**src/rtl/quant_table_mult_pkg.sv**
```systemverilog
// Shared types for the quantizer multiply path: command/response records, the
// info metadata carried alongside each command, and coefficient-table sizing.
package quant_table_mult_pkg;

  typedef enum logic {
    ModeEncode = 1'b0,
    ModeDecode = 1'b1
  } quant_mode_e;

  // 77-bit metadata echoed unchanged from command to response.
  typedef struct packed {
    quant_mode_e mode;
    logic [31:0] samplecount;
    logic [5:0]  buf_idx;
    logic [5:0]  ch_id;
    logic [31:0] frame_id;
  } packed_intea_info_t;

  localparam int unsigned QTM_LATENCY   = 3;
  localparam int unsigned QTM_TBL_DEPTH = 16;
  localparam int unsigned QTM_IDX_W     = $clog2(QTM_TBL_DEPTH);

  typedef logic signed [1:-6]   coef_t;  // -2.0 .. +1.984375
  typedef logic        [-1:-14] scf_t;   // unsigned fraction
  typedef logic signed [1:-20]  prod_t;  // exact coef * scf
  typedef logic [QTM_IDX_W-1:0] tbl_idx_t;

  typedef struct packed {
    logic               req;
    tbl_idx_t           idx;
    scf_t               scf;
    packed_intea_info_t info;
  } packed_mult_cmd_t;

  typedef struct packed {
    logic               ack;
    prod_t              res;
    packed_intea_info_t info;
  } packed_mult_rsp_t;

endpackage

```
**src/rtl/quant_table_mult_if.sv**
```systemverilog
// Multiply request/response bus between the quantize stage and the multiplier.
interface quant_table_mult_if
  import quant_table_mult_pkg::*;
();

  packed_mult_cmd_t mult_cmd;
  packed_mult_rsp_t mult_rsp;

  // Quantizer side issues commands and consumes responses.
  modport master (
    output mult_cmd,
    input  mult_rsp
  );

  // Multiplier side.
  modport slave (
    input  mult_cmd,
    output mult_rsp
  );

endinterface

```
**src/rtl/quant_coef_table.sv**
```systemverilog
// Programmable coefficient register file: one synchronous write port and one
// combinational read port. A same-edge write is not visible to a read sampled
// on that edge, so lookups see the pre-write value.
module quant_coef_table
  import quant_table_mult_pkg::*;
#(
  parameter int unsigned Depth    = QTM_TBL_DEPTH,
  parameter coef_t       ResetVal = 8'h00,
  localparam int unsigned AddrW   = $clog2(Depth)
) (
  input  logic             clk,
  input  logic             rst_n,
  input  logic             we_i,
  input  logic [AddrW-1:0] waddr_i,
  input  coef_t            wdata_i,
  input  logic [AddrW-1:0] raddr_i,
  output coef_t            rdata_o
);

  coef_t mem_q [Depth];

  // Entry storage with asynchronous reset to the programmed default.
  always_ff @(posedge clk or negedge rst_n) begin
    if (!rst_n) begin
      for (int unsigned i = 0; i < Depth; i++) begin
        mem_q[i] <= ResetVal;
      end
    end else if (we_i) begin
      mem_q[waddr_i] <= wdata_i;
    end
  end

  // Combinational read.
  always_comb begin
    rdata_o = mem_q[raddr_i];
  end

endmodule

```
**src/rtl/quant_table_mult.sv**
```systemverilog
// Coefficient-table multiplier: three-stage pipeline returning
// T[idx] * scf exactly, with the command metadata echoed on the response.
// S1 captures the command, S2 the looked-up coefficient, S3 the product.
module quant_table_mult
  import quant_table_mult_pkg::*;
#(
  parameter coef_t TBL_RESET_VAL = 8'h00
) (
  input  logic                clk,
  input  logic                rst_n,
  quant_table_mult_if.slave   mult,
  input  logic                tbl_we_i,
  input  tbl_idx_t            tbl_addr_i,
  input  coef_t               tbl_wdata_i,
  output logic                idle_o
);

  localparam int unsigned LATENCY = QTM_LATENCY;

  // vld_q[0] = S1, vld_q[1] = S2, vld_q[LATENCY-1] = S3 (drives ack).
  logic [LATENCY-1:0] vld_q;

  tbl_idx_t           s1_idx_q;
  scf_t               s1_scf_q;
  packed_intea_info_t s1_info_q;

  coef_t              s2_coef_q;
  scf_t               s2_scf_q;
  packed_intea_info_t s2_info_q;

  prod_t              s3_res_q;
  packed_intea_info_t s3_info_q;

  coef_t              tbl_rdata;
  logic signed [21:0] coef_ext;
  logic signed [21:0] scf_ext;
  prod_t              prod;

  quant_coef_table #(
    .Depth    (QTM_TBL_DEPTH),
    .ResetVal (TBL_RESET_VAL)
  ) u_coef_table (
    .clk     (clk),
    .rst_n   (rst_n),
    .we_i    (tbl_we_i),
    .waddr_i (tbl_addr_i),
    .wdata_i (tbl_wdata_i),
    .raddr_i (s1_idx_q),
    .rdata_o (tbl_rdata)
  );

  // Stage valid shift register; reset discards everything in flight.
  always_ff @(posedge clk or negedge rst_n) begin
    if (!rst_n) begin
      vld_q <= '0;
    end else begin
      vld_q <= {vld_q[LATENCY-2:0], mult.mult_cmd.req};
    end
  end

  // S1: capture command fields only on req so idle-cycle X never enters.
  always_ff @(posedge clk or negedge rst_n) begin
    if (!rst_n) begin
      s1_idx_q  <= '0;
      s1_scf_q  <= '0;
      s1_info_q <= '0;
    end else if (mult.mult_cmd.req) begin
      s1_idx_q  <= mult.mult_cmd.idx;
      s1_scf_q  <= mult.mult_cmd.scf;
      s1_info_q <= mult.mult_cmd.info;
    end
  end

  // S2: coefficient lookup.
  always_ff @(posedge clk or negedge rst_n) begin
    if (!rst_n) begin
      s2_coef_q <= '0;
      s2_scf_q  <= '0;
      s2_info_q <= '0;
    end else if (vld_q[0]) begin
      s2_coef_q <= tbl_rdata;
      s2_scf_q  <= s1_scf_q;
      s2_info_q <= s1_info_q;
    end
  end

  // Signed x zero-extended unsigned; 22 bits hold every product exactly, so
  // the truncated multiply below is exact.
  always_comb begin
    coef_ext = {{14{s2_coef_q[1]}}, s2_coef_q};
    scf_ext  = {8'b0, s2_scf_q};
    prod     = coef_ext * scf_ext;
  end

  // S3: product and metadata; holds while no new result arrives.
  always_ff @(posedge clk or negedge rst_n) begin
    if (!rst_n) begin
      s3_res_q  <= '0;
      s3_info_q <= '0;
    end else if (vld_q[1]) begin
      s3_res_q  <= prod;
      s3_info_q <= s2_info_q;
    end
  end

  // Response and idle outputs.
  always_comb begin
    mult.mult_rsp.ack  = vld_q[LATENCY-1];
    mult.mult_rsp.res  = s3_res_q;
    mult.mult_rsp.info = s3_info_q;
    idle_o             = ~|vld_q;
  end

endmodule
```
**src/flat_wrapper.sv**
```systemverilog
// flat-port wrapper written by rule: the top's interface ports become plain ports
module quant_table_mult_flat import quant_table_mult_pkg::*;
#(
  parameter coef_t TBL_RESET_VAL = 8'h00
)
  (clk, rst_n, tbl_we_i, tbl_addr_i, tbl_wdata_i, idle_o, mult_mult_cmd, mult_mult_rsp);
  quant_table_mult_if mult_i ();
  input  logic clk;
  input  logic rst_n;
  input  logic tbl_we_i;
  input  tbl_idx_t tbl_addr_i;
  input  coef_t tbl_wdata_i;
  output logic idle_o;
  input wire logic [$bits(mult_i.mult_cmd)-1:0] mult_mult_cmd;
  output wire logic [$bits(mult_i.mult_rsp)-1:0] mult_mult_rsp;
  assign mult_i.mult_cmd = mult_mult_cmd;
  assign mult_mult_rsp = mult_i.mult_rsp;
  quant_table_mult #(.TBL_RESET_VAL(TBL_RESET_VAL)) u_core (.clk(clk), .rst_n(rst_n), .mult(mult_i), .tbl_we_i(tbl_we_i), .tbl_addr_i(tbl_addr_i), .tbl_wdata_i(tbl_wdata_i), .idle_o(idle_o));
endmodule
```
**config.mk**
```make
export PLATFORM = sky130hd
export DESIGN_NAME = quant_table_mult_flat
export DESIGN_NICKNAME = d
export VERILOG_FILES = /design/src/rtl/quant_table_mult_pkg.sv /design/src/rtl/quant_table_mult_if.sv /design/src/rtl/quant_coef_table.sv /design/src/rtl/quant_table_mult.sv /design/src/flat_wrapper.sv
export SDC_FILE = /design/constraint.sdc
export NUM_CORES = 1
export LEC_CHECK = 0
export CORE_MARGIN = 2
export CORE_UTILIZATION = 50
export CTS_CLUSTER_DIAMETER = 80
export DETAILED_ROUTE_END_ITERATION = 7
export PLACE_DENSITY = 0.72
export SETUP_SLACK_MARGIN = 0.02
export SYNTH_ARGS = -nofsm -noshare
export SYNTH_HDL_FRONTEND = slang
export SYNTH_HIERARCHICAL = 1
export SYNTH_SLANG_ARGS = --single-unit
```
**constraint.sdc**
```tcl
create_clock -name clk -period 14.2 [get_ports clk]
set_clock_uncertainty 0.2 [all_clocks]
set_input_delay 1.42 -clock clk [delete_from_list [all_inputs] [get_ports clk]]
set_output_delay 1.42 -clock clk [all_outputs]
set_load 0.05 [all_outputs]
```
==> results of run 1 <==
==> layout by cell type, fill, tap and decap left out, types with 2 or more instances in the layout <==
cell | synthesis | layout
clkbuf_16 | 0 | 46
and2_1 | 82 | 82
a21oi_1 | 13 | 13
xnor2_1 | 9 | 9
nor2_2 | 6 | 6
mux2_2 | 402 | 402
nand2b_4 | 2 | 2
dfrtp_4 | 0 | 2
a22oi_1 | 17 | 17
nand3b_1 | 2 | 2
xor2_1 | 4 | 4
dfrtp_2 | 0 | 2
o21ai_0 | 11 | 11
clkdlybuf4s50_1 | 0 | 209
nor2b_1 | 2 | 2
inv_1 | 106 | 106
mux4_2 | 32 | 32
or3_1 | 3 | 3
clkbuf_8 | 0 | 8
buf_4 | 3 | 11
nor2_1 | 24 | 24
nor3_2 | 3 | 3
fa_1 | 73 | 73
nand2b_1 | 3 | 3
a211oi_1 | 3 | 3
clkinv_2 | 0 | 6
clkbuf_1 | 49 | 10
o21bai_1 | 2 | 2
ha_1 | 52 | 52
mux2_4 | 9 | 9
nand2_1 | 38 | 38
a21o_1 | 10 | 10
o21a_1 | 2 | 2
bufinv_16 | 0 | 6
nand3_1 | 6 | 6
nor3_4 | 3 | 3
dfrtp_1 | 424 | 420
==> report_power, final <==
group          internal (uW)  switching, uW
clock                    749            484
combinational            988           1240
sequential              1450            164
==> cells in the mapped netlist, types with 4 or more instances <==
master,count
a21o_1,10
a22oi_1,17
inv_1,106
ha_1,52
xnor2_1,9
o21ai_0,11
nor2_1,24
buf_2,6
clkbuf_1,49
mux4_2,32
a21oi_1,13
and2_1,82
fa_1,73
nand2_1,38
xor2_1,4
mux2_2,402
dfrtp_1,424
buf_1,10
nor2_2,6
mux2_4,9
nand3_1,6
==> cell families (layout without fill, tap and decap cells) <==
kind of cell	Yosys count	in the layout
buffers and inverters	176	407
flip-flops	424	424
AO/OA/AOI/OAI	73	73
XOR/XNOR	13	13
multiplexers	443	443
AND/OR/NAND/NOR	182	182
adder cells (fa/ha/maj)	125	125
==> through the flow <==
step	hold slack [ps]	util
2_1_floorplan	152	-
3_3_place_gp	273	0.568
3_5_place_dp	280	0.568
4_1_cts	294	0.606
5_1_grt	308	0.606
6_report	289	0.606
==> critical path: stages, from the launching register on <==
cell and delay [ps]:
dfrtp_1 410, inv_1 400, fa_1 510, fa_1 510
inv_1 50, fa_1 530, inv_1 50, fa_1 470
inv_1 40, ha_1 320, o21ai_0 120, o21bai_1 220
o22ai_2 160, o21ai_2 230, a31oi_4 130, or2_1 250
a311o_1 320
==> sequential cells by signal (all words and copies together) (netlist names) <==
signal	count
u_core/u_coef_table/mem_q	128
u_core/mult.mult_rsp	77
u_core/s1_info_q	77
u_core/s2_info_q	77
u_core/s3_res_q	22
u_core/s1_scf_q	14
u_core/s2_scf_q	14
u_core/s2_coef_q	8
u_core/s1_idx_q	4
u_core/vld_q	3
==> worst paths after layout <==
| path | from | end | slack, ps | cells past startpoint |
|---|---|---|---|---|
| setup / recovery | u_core/s2_coef_q[7]$_DFFE_PN0P_ | u_core/s3_res_q[21]$_DFFE_PN0P_ | 9140 | 16 |
| hold / removal | u_core/s3_res_q[8]$_DFFE_PN0P_ | u_core/s3_res_q[8]$_DFFE_PN0P_ | 290 | 1 |
| setup reg to reg | u_core/s2_coef_q[7]$_DFFE_PN0P_ | u_core/s3_res_q[21]$_DFFE_PN0P_ | 9140 | 16 |
| hold reg to reg | u_core/s3_res_q[8]$_DFFE_PN0P_ | u_core/s3_res_q[8]$_DFFE_PN0P_ | 290 | 1 |
| max in group asynchronous | rst_n | u_core/s2_info_q[28]$_DFFE_PN0P_ | 10620 | 3 |
| min in group asynchronous | rst_n | u_core/s3_res_q[1]$_DFFE_PN0P_ | 750 | 1 |
==> cell type report <==
type / count / area (um^2)
inverter: 106 / 398
fill: 3150 / 16000
tap: 532 / 666
timing repair buffer: 221 / 2190
multi-input combinational: 836 / 9200
sequential: 424 / 10600
clock buffer: 64 / 1300
clock inverter: 16 / 269
==> routing by layer <==
metal | vias to the layer above | part of all wire
li1 | 5341 | -
met1 | 6262 | 0.43
met5 | - | 0
met2 | 259 | 0.49
met4 | 0 | 0.033
met3 | 88 | 0.045
==> flow_metrics.env, run 1 <==
export IMPL_dp_cells=2119
export IMPL_coreArea_um2=40600
export IMPL_pre_cts_ws_ps=9170
export IMPL_nNetsFinal=1870
export IMPL_synth_ff_type="dfrtp_1"
export IMPL_max_freq_mhz=198
export IMPL_die_h_um=207
export IMPL_numCtsBuffers=45
export IMPL_grt_first_pass_wirelength_mm=69.5
export IMPL_syn_nets=1672
export IMPL_clk_latency_ps=580
export IMPL_post_drt_via_cell_ratio=5.43
export IMPL_path_max_fanout=15
export IMPL_cts_root_buf="clkbuf_16"
export IMPL_overflow=0
export IMPL_grt_max_degree=123
export IMPL_die_x_um=207
export IMPL_rsz0062_at_grt="no"
export IMPL_syn_instance_count=1436
export IMPL_antennaDiodeCount=0
export IMPL_hp_class="register to register"
export IMPL_grtUsageTotal=0.211
export IMPL_status="completed"
export IMPL_synth_edff_count=0
export IMPL_drt_total_wl_mm=43.6
export IMPL_synth_area_leaders="dfrtp_1 52%, mux2_2 22%, fa_1 7.1%"
export IMPL_top_usage_layer="met2"
export IMPL_met2_usage=0.349
export IMPL_synth_fa_ha_area_frac=0.103
export IMPL_wl_per_cell_um=19.8
export IMPL_finalPower_uw=5080
export IMPL_core_rowCount=74
export IMPL_maxSlewHeadroom=0.348
export IMPL_netlist_area_um2=20500
export IMPL_hold_violations=0
export IMPL_synth_area_leader_cell="dfrtp_1"
export IMPL_synthSimpleGateAreaFrac=0.0519
export IMPL_end_kind="register"
export IMPL_yosysUniqueCellTypes=56
export IMPL_drc_errors=0
export IMPL_arrival_ps=5310
export IMPL_cp_start_kind="register"
export IMPL_ctsHoldBuffers=0
export IMPL_cts_buffer_depth=3
export IMPL_synth_area_mux_share=0.262
export IMPL_pin_count=212
export IMPL_grt_met3_usage=0.0364
export IMPL_dpl_hpwl_mm=29.2
export IMPL_min_period_ps=5060
export IMPL_worstMarginPinSlew_ps=978
export IMPL_setup_violations=0
export IMPL_setup_tns_ps=0
export IMPL_cts_tree="yes"
export IMPL_placed_cell_area_um2=23100
export IMPL_ys_seq_elements=424
export IMPL_antenna_found_initial=0
export IMPL_p_leak_uw=0.0109
export IMPL_synth_warnings=6
export IMPL_drv_slew=0
export IMPL_cts_setup_buffers=0
export IMPL_synth_top_family_by_area="multiplexers"
export IMPL_drtIter0Drc=533
export IMPL_worst_setup_path_type="register to register"
export IMPL_grt_pass1_vias=12800
export IMPL_via_count=12000
export IMPL_period_share=0.356
export IMPL_htreeDepth=2
export IMPL_firstDrtPassIters=5
export IMPL_synthArstFlopShare=1.00
export IMPL_gr_usage_met1=0.277
export IMPL_drive_gt1_frac=0.330
export IMPL_initial_core_util=0.504
export IMPL_layout_cells_non_filler=2199
export IMPL_synthXorXnorAreaFrac=0.00555
export IMPL_synth_compound_area_frac=0.0258
export IMPL_area_growth_pct=20.2
export IMPL_clock_sinks=424
export IMPL_synth_seq_area_share=0.517
export IMPL_yosys_area_top_type_share=0.517
export IMPL_clkTransAtPathRegs_ps=60
export IMPL_die_area_um2=42600
export IMPL_setup_ws_ps=9140
export IMPL_place_congestion=0.841
export IMPL_power_density_nw_per_um2=206
export IMPL_syn_area_per_cell_um2=14.3
export IMPL_cap_violations=0
export IMPL_cts_resized=0
export IMPL_crit_required_ps=14450
export IMPL_peakVddDrop_uv=214
export IMPL_antenna_left=0
export IMPL_port_buffers=211
export IMPL_final_area_um2=24600
(Power assumes the default switching activity.)
==> run 2, diff against run 1 <==
PLACE_DENSITY = 0.74   (was 0.72)
clock period = 4.1 ns   (was 14.2 ns; I/O delays follow)
==> run 2 against run 1 <==
Net effect:
- utilization is 2.5 points higher
- critical path depth did not move
- the run now ends with negative setup slack left
- final cell count up 4.3%
- critical endpoint unchanged
- sequential share of layout area decreased by 1.6 points
==> flow_metrics.env, run 2 (synthesis gave the netlist of run 1 again) <==
export IMPL_status="finished, violations left"
export IMPL_violations="negative setup slack"
export IMPL_clock_sinks=424
export IMPL_hold_violations=0
export IMPL_hp_class="input port to register"
export IMPL_grt_first_pass_wirelength_mm=72.1
export IMPL_area_growth_pct=25.1
export IMPL_cts_tree="yes"
export IMPL_drive_gt1_frac=0.403
export IMPL_cts_root_buf="clkbuf_16"
export IMPL_port_buffers=211
export IMPL_pin_count=212
export IMPL_numCtsBuffers=45
export IMPL_max_freq_mhz=217
export IMPL_worstMarginPinSlew_ps=987
export IMPL_worst_setup_path_type="register to register"
export IMPL_drv_slew=0
export IMPL_maxSlewHeadroom=0.342
export IMPL_post_drt_via_cell_ratio=5.34
export IMPL_die_x_um=207
export IMPL_arrival_ps=4860
export IMPL_utilization=0.631
export IMPL_layout_cells_non_filler=2293
export IMPL_min_period_ps=4610
export IMPL_grt_max_degree=101
export IMPL_fillCellCount=3010
export IMPL_drt_total_wl_mm=45.1
export IMPL_p_comb_frac=0.517
export IMPL_drc_errors=0
export IMPL_internal_power_uw=12700
export IMPL_setup_tns_ps=-5210
export IMPL_p_seq_frac=0.278
export IMPL_clkPwrFrac=0.205
export IMPL_rsz0062_at_grt="yes"
export IMPL_die_h_um=207
export IMPL_clkTransAtPathRegs_ps=60
export IMPL_final_common_cell="dfrtp_1"
export IMPL_end_kind="register"
export IMPL_largest_register_ffs=128
export IMPL_antenna_left=0
export IMPL_firstDrtPassIters=5
export IMPL_via_count=12300
export IMPL_most_common_layout_cells="407 x dfrtp_1, 400 x mux2_2, 209 x clkdlybuf4s50_1"
export IMPL_cts_buffer_depth=3
export IMPL_htreeDepth=2
export IMPL_cp_start_kind="register"
export IMPL_p_sw_uw=7390
export IMPL_core_rowCount=74
export IMPL_overflow=0
export IMPL_dpl_hpwl_mm=31.2
export IMPL_seqCellArea_um2=10600
export IMPL_setup_violations=13
export IMPL_die_area_um2=42600
export IMPL_crit_required_ps=4350
export IMPL_antenna_found_initial=2
export IMPL_clk_latency_ps=570
export IMPL_multi_input_comb_area_um2=9480
export IMPL_initial_core_util=0.504
export IMPL_cap_violations=0
export IMPL_place_congestion=0.861
export IMPL_period_share=1.12
export IMPL_coreArea_um2=40600
export IMPL_wl_per_cell_um=19.7
export IMPL_path_max_fanout=6
export IMPL_drtIter0Drc=567
export IMPL_nNetsFinal=1962
export IMPL_hold_slack_ps=140
export IMPL_regMostFlops="u_core/u_coef_table/mem_q"
export IMPL_peakVddDrop_uv=836
export IMPL_grtUsageTotal=0.219
export IMPL_dp_cells=2197
export IMPL_setup_ws_ps=-509
export IMPL_p_sw_frac=0.368
export IMPL_grt_pass1_vias=13300
export IMPL_power_density_nw_per_um2=782
export IMPL_p_leak_uw=0.0113
run 2: cell count changes in the layout (fill, tap and decap cells not counted), sizes merged:
cell	before	now
clkinvlp	0	5
inv	108	107
dlygate4sd3	0	1
buf	12	103
clkbuf	64	62
diode	0	2
bufinv	6	4
run 2: power by group through the flow:
stage	registers (uW)	clock network [uW]	logic [uW]
after floorplan	6320	0	5460
after global placement	5580	0	9180
after detailed placement	5640	0	9370
after CTS	5580	4230	10200
after global routing	5680	4410	11400
final	5580	4100	10400
run 2: path summary, 6_finish.rpt:
| path | end | start | cells past startpoint | slack (ps) |
|---|---|---|---|---|
| worst max-delay path | u_core/s3_res_q[21]$_DFFE_PN0P_ | u_core/s2_coef_q[4]$_DFFE_PN0P_ | 16 | -510 |
| worst max register to register | u_core/s3_res_q[21]$_DFFE_PN0P_ | u_core/s2_coef_q[4]$_DFFE_PN0P_ | 16 | -510 |
| max in group asynchronous | u_core/mult.mult_rsp[25]$_DFFE_PN0P_ | rst_n | 3 | 2380 |
| worst min-delay path | u_core/vld_q[0]$_DFF_PN0_ | mult_mult_cmd[95] | 1 | 140 |
| min in group asynchronous | u_core/s3_res_q[1]$_DFFE_PN0P_ | rst_n | 2 | 290 |
| worst min register to register | u_core/mult.mult_rsp[72]$_DFFE_PN0P_ | u_core/s2_info_q[72]$_DFFE_PN0P_ | 1 | 300 |
run 2: routing by layer:
layer	GRT usage	vias to the layer above	wire, um	part of all wire
li1	-	5518	-	-
met1	0.284	6403	19100	0.42
met2	0.365	245	22400	0.50
met3	0.0416	84	2080	0.046
met4	0.0842	0	1530	0.034
met5	0	-	0	0
run 2: critical path, cell delays in order (launching register included):
cell	delay [ps]
dfrtp_2	450
buf_6	140
and2_1	140
fa_1	490
fa_1	510
fa_1	480
inv_1	50
fa_1	490
inv_2	40
ha_4	270
o21ai_1	110
a21boi_4	170
o22ai_4	100
o21ai_4	190
a31oi_4	110
or2_1	250
a311o_1	310
run 2: final cells by class:
cell class	instances	share of cell area
sequential	424	0.415
timing repair buffer	313	0.115
antenna	2	0.000195
clock inverter	18	0.00858
tap	532	0.0259
clock buffer	62	0.0499
inverter	106	0.0155
multi-input combinational	836	0.370
run 2: what timing repair did:
action / in CTS / in global routing
resized for setup: 63 / 9
endpoints found under the setup margin: 14 / 14
pin swaps: 24 / 10
endpoints found under the hold margin: 91 / 0
buffers inserted: 12 / 1
hold buffers: 1 / 0
run 2: metrics by stage:
step	power (uW)	setup WS (ps)	instance area, um^2
after floorplan	11800	-448	20700
after global placement	14800	-545	23800
after detailed placement	15000	-676	23800
after CTS	20000	-504	25600
after global routing	21500	-678	25700
final	20100	-509	25700
==> RTL edit (config.mk and constraints of run 2) <==
Put a register stage on the output `idle_o`, cleared by the reset. The value now appears one clock later. The other outputs are not delayed to match.
--- a/src/rtl/quant_table_mult.sv
+++ b/src/rtl/quant_table_mult.sv
@@ -16,6 +16,8 @@
 );
 
   localparam int unsigned LATENCY = QTM_LATENCY;
+
+  logic idle_d;
 
   // vld_q[0] = S1, vld_q[1] = S2, vld_q[LATENCY-1] = S3 (drives ack).
   logic [LATENCY-1:0] vld_q;
@@ -108,7 +110,15 @@
     mult.mult_rsp.ack  = vld_q[LATENCY-1];
     mult.mult_rsp.res  = s3_res_q;
     mult.mult_rsp.info = s3_info_q;
-    idle_o             = ~|vld_q;
+    idle_d             = ~|vld_q;
+  end
+
+  always_ff @(posedge clk or negedge rst_n) begin
+    if (!rst_n) begin
+      idle_o <= '0;
+    end else begin
+      idle_o <= idle_d;
+    end
   end
 
 endmodule
Function: changed (Yosys sat finds a counterexample within 4 cycles, from zero or initial values and one cycle with rst_n low).
==> RTL edit against run 2 <==
The run still ends with setup timing left. Sequential cell count is 1 higher. Setup slack worse by 0.0071 ns. Total power is 0.29% lower. Cell area is 0.32% higher. Wire length is 0.13% higher. Sequential power hardly changed. Synthesized area is 0.12% higher. Critical path type unchanged.
==> RTL edit: results <==
metrics = {
    "outcome": {
        "outcome": "finished with violations",
        "violations": "setup timing",
    },
    "logic_synthesis": {
        "synth_cells": 1437,
        "seq_area_frac_synth_pct": 51.8,
        "synth.net_count": 1673,
        "synth_common_cells": "425 x dfrtp_1, 402 x mux2_2, 106 x inv_1",
    },
    "min_path": {
        "holdPathEnd": "u_core/s1_info_q[12]",
        "hold_path_depth": 2,
    },
    "drt": {
        "dr.pass1.iters": 4,
        "wirelength_met1_mm": 19.0,
        "first_iter_violations": 599,
        "vias": 12300,
        "route.met2.wl_mm": 23.1,
        "met3WireLength_mm": 1.93,
        "wl_mm": 45.1,
    },
    "sta": {
        "worstMarginPinSlew_ns": 0.869,
        "setup_viol": 12,
        "worst_slack_ns": -0.516,
        "tns_ns": -5.15,
        "holdWs_ns": 0.174,
    },
    "final_layout": {
        "stdcell_count": 2298,
        "nFillCells": 3083,
        "drive_above_1_share_pct": 40.6,
        "fin_nets": 1972,
    },
    "place": {
        "dpl.hpwl_mm": 30.9,
        "gp_congestion": 0.848,
        "dpl_cell_area_um2": 23900,
    },
    "global_routing": {
        "globalRouteMet3Util_pct": 3.70,
        "grtUsageMet2_pct": 37.6,
        "antenna_found_initial": 1,
        "grt_pass1_wl_mm": 72.5,
        "grt_pass1_vias": 13400,
        "grtUsageTotal_pct": 21.8,
        "use_met1_pct": 28.1,
    },
    "power_and_ir_drop": {
        "p_leak_nw": 11.4,
        "power-per-cell-area_nw_per_um2": 778,
        "power_frac_seq_pct": 27.9,
        "p_int_mw": 12.6,
    },
    "worst_setup_path": {
        "slowest_delay_ns": 0.55,
        "worstReg2RegEnd": "u_core/s3_res_q[13]",
        "worst_r2r_startpoint": "u_core/s2_coef_q[3]",
        "worstPathMaxFanout": 8,
        "cp.arrival_ns": 4.85,
    },
}
==> RTL edit: what timing repair did <==
item	in CTS	in global routing
setup buffers	12	5
gates resized for setup	58	31
pin swaps	35	19
endpoints found under the setup margin	14	14
hold buffers	1	0
hold endpoints to repair	93	0
==> RTL edit: cell type report <==
cell class | instances | area [µm²] | area share, %
inverters | 106 | 398 | 1.55
flip-flops and latches | 425 | 10700 | 41.4
clock buffers | 67 | 1320 | 5.13
clock inverters | 9 | 85.1 | 0.331
repair buffers | 322 | 3060 | 11.9
well taps | 532 | 666 | 2.59
diodes | 1 | 2.50 | 0.00972
multi-input cells | 836 | 9540 | 37.1
==> RTL edit: logic make-up after synthesis <==
family,count (synthesis),share of synthesized area (%)
multiplexers,443,26.2
flip-flops,425,51.8
AND/OR/NAND/NOR,182,5.18
buffers and inverters,176,3.38
adder cells (fa/ha/maj),125,10.3
AO/OA/AOI/OAI,73,2.58
XOR/XNOR,13,0.555
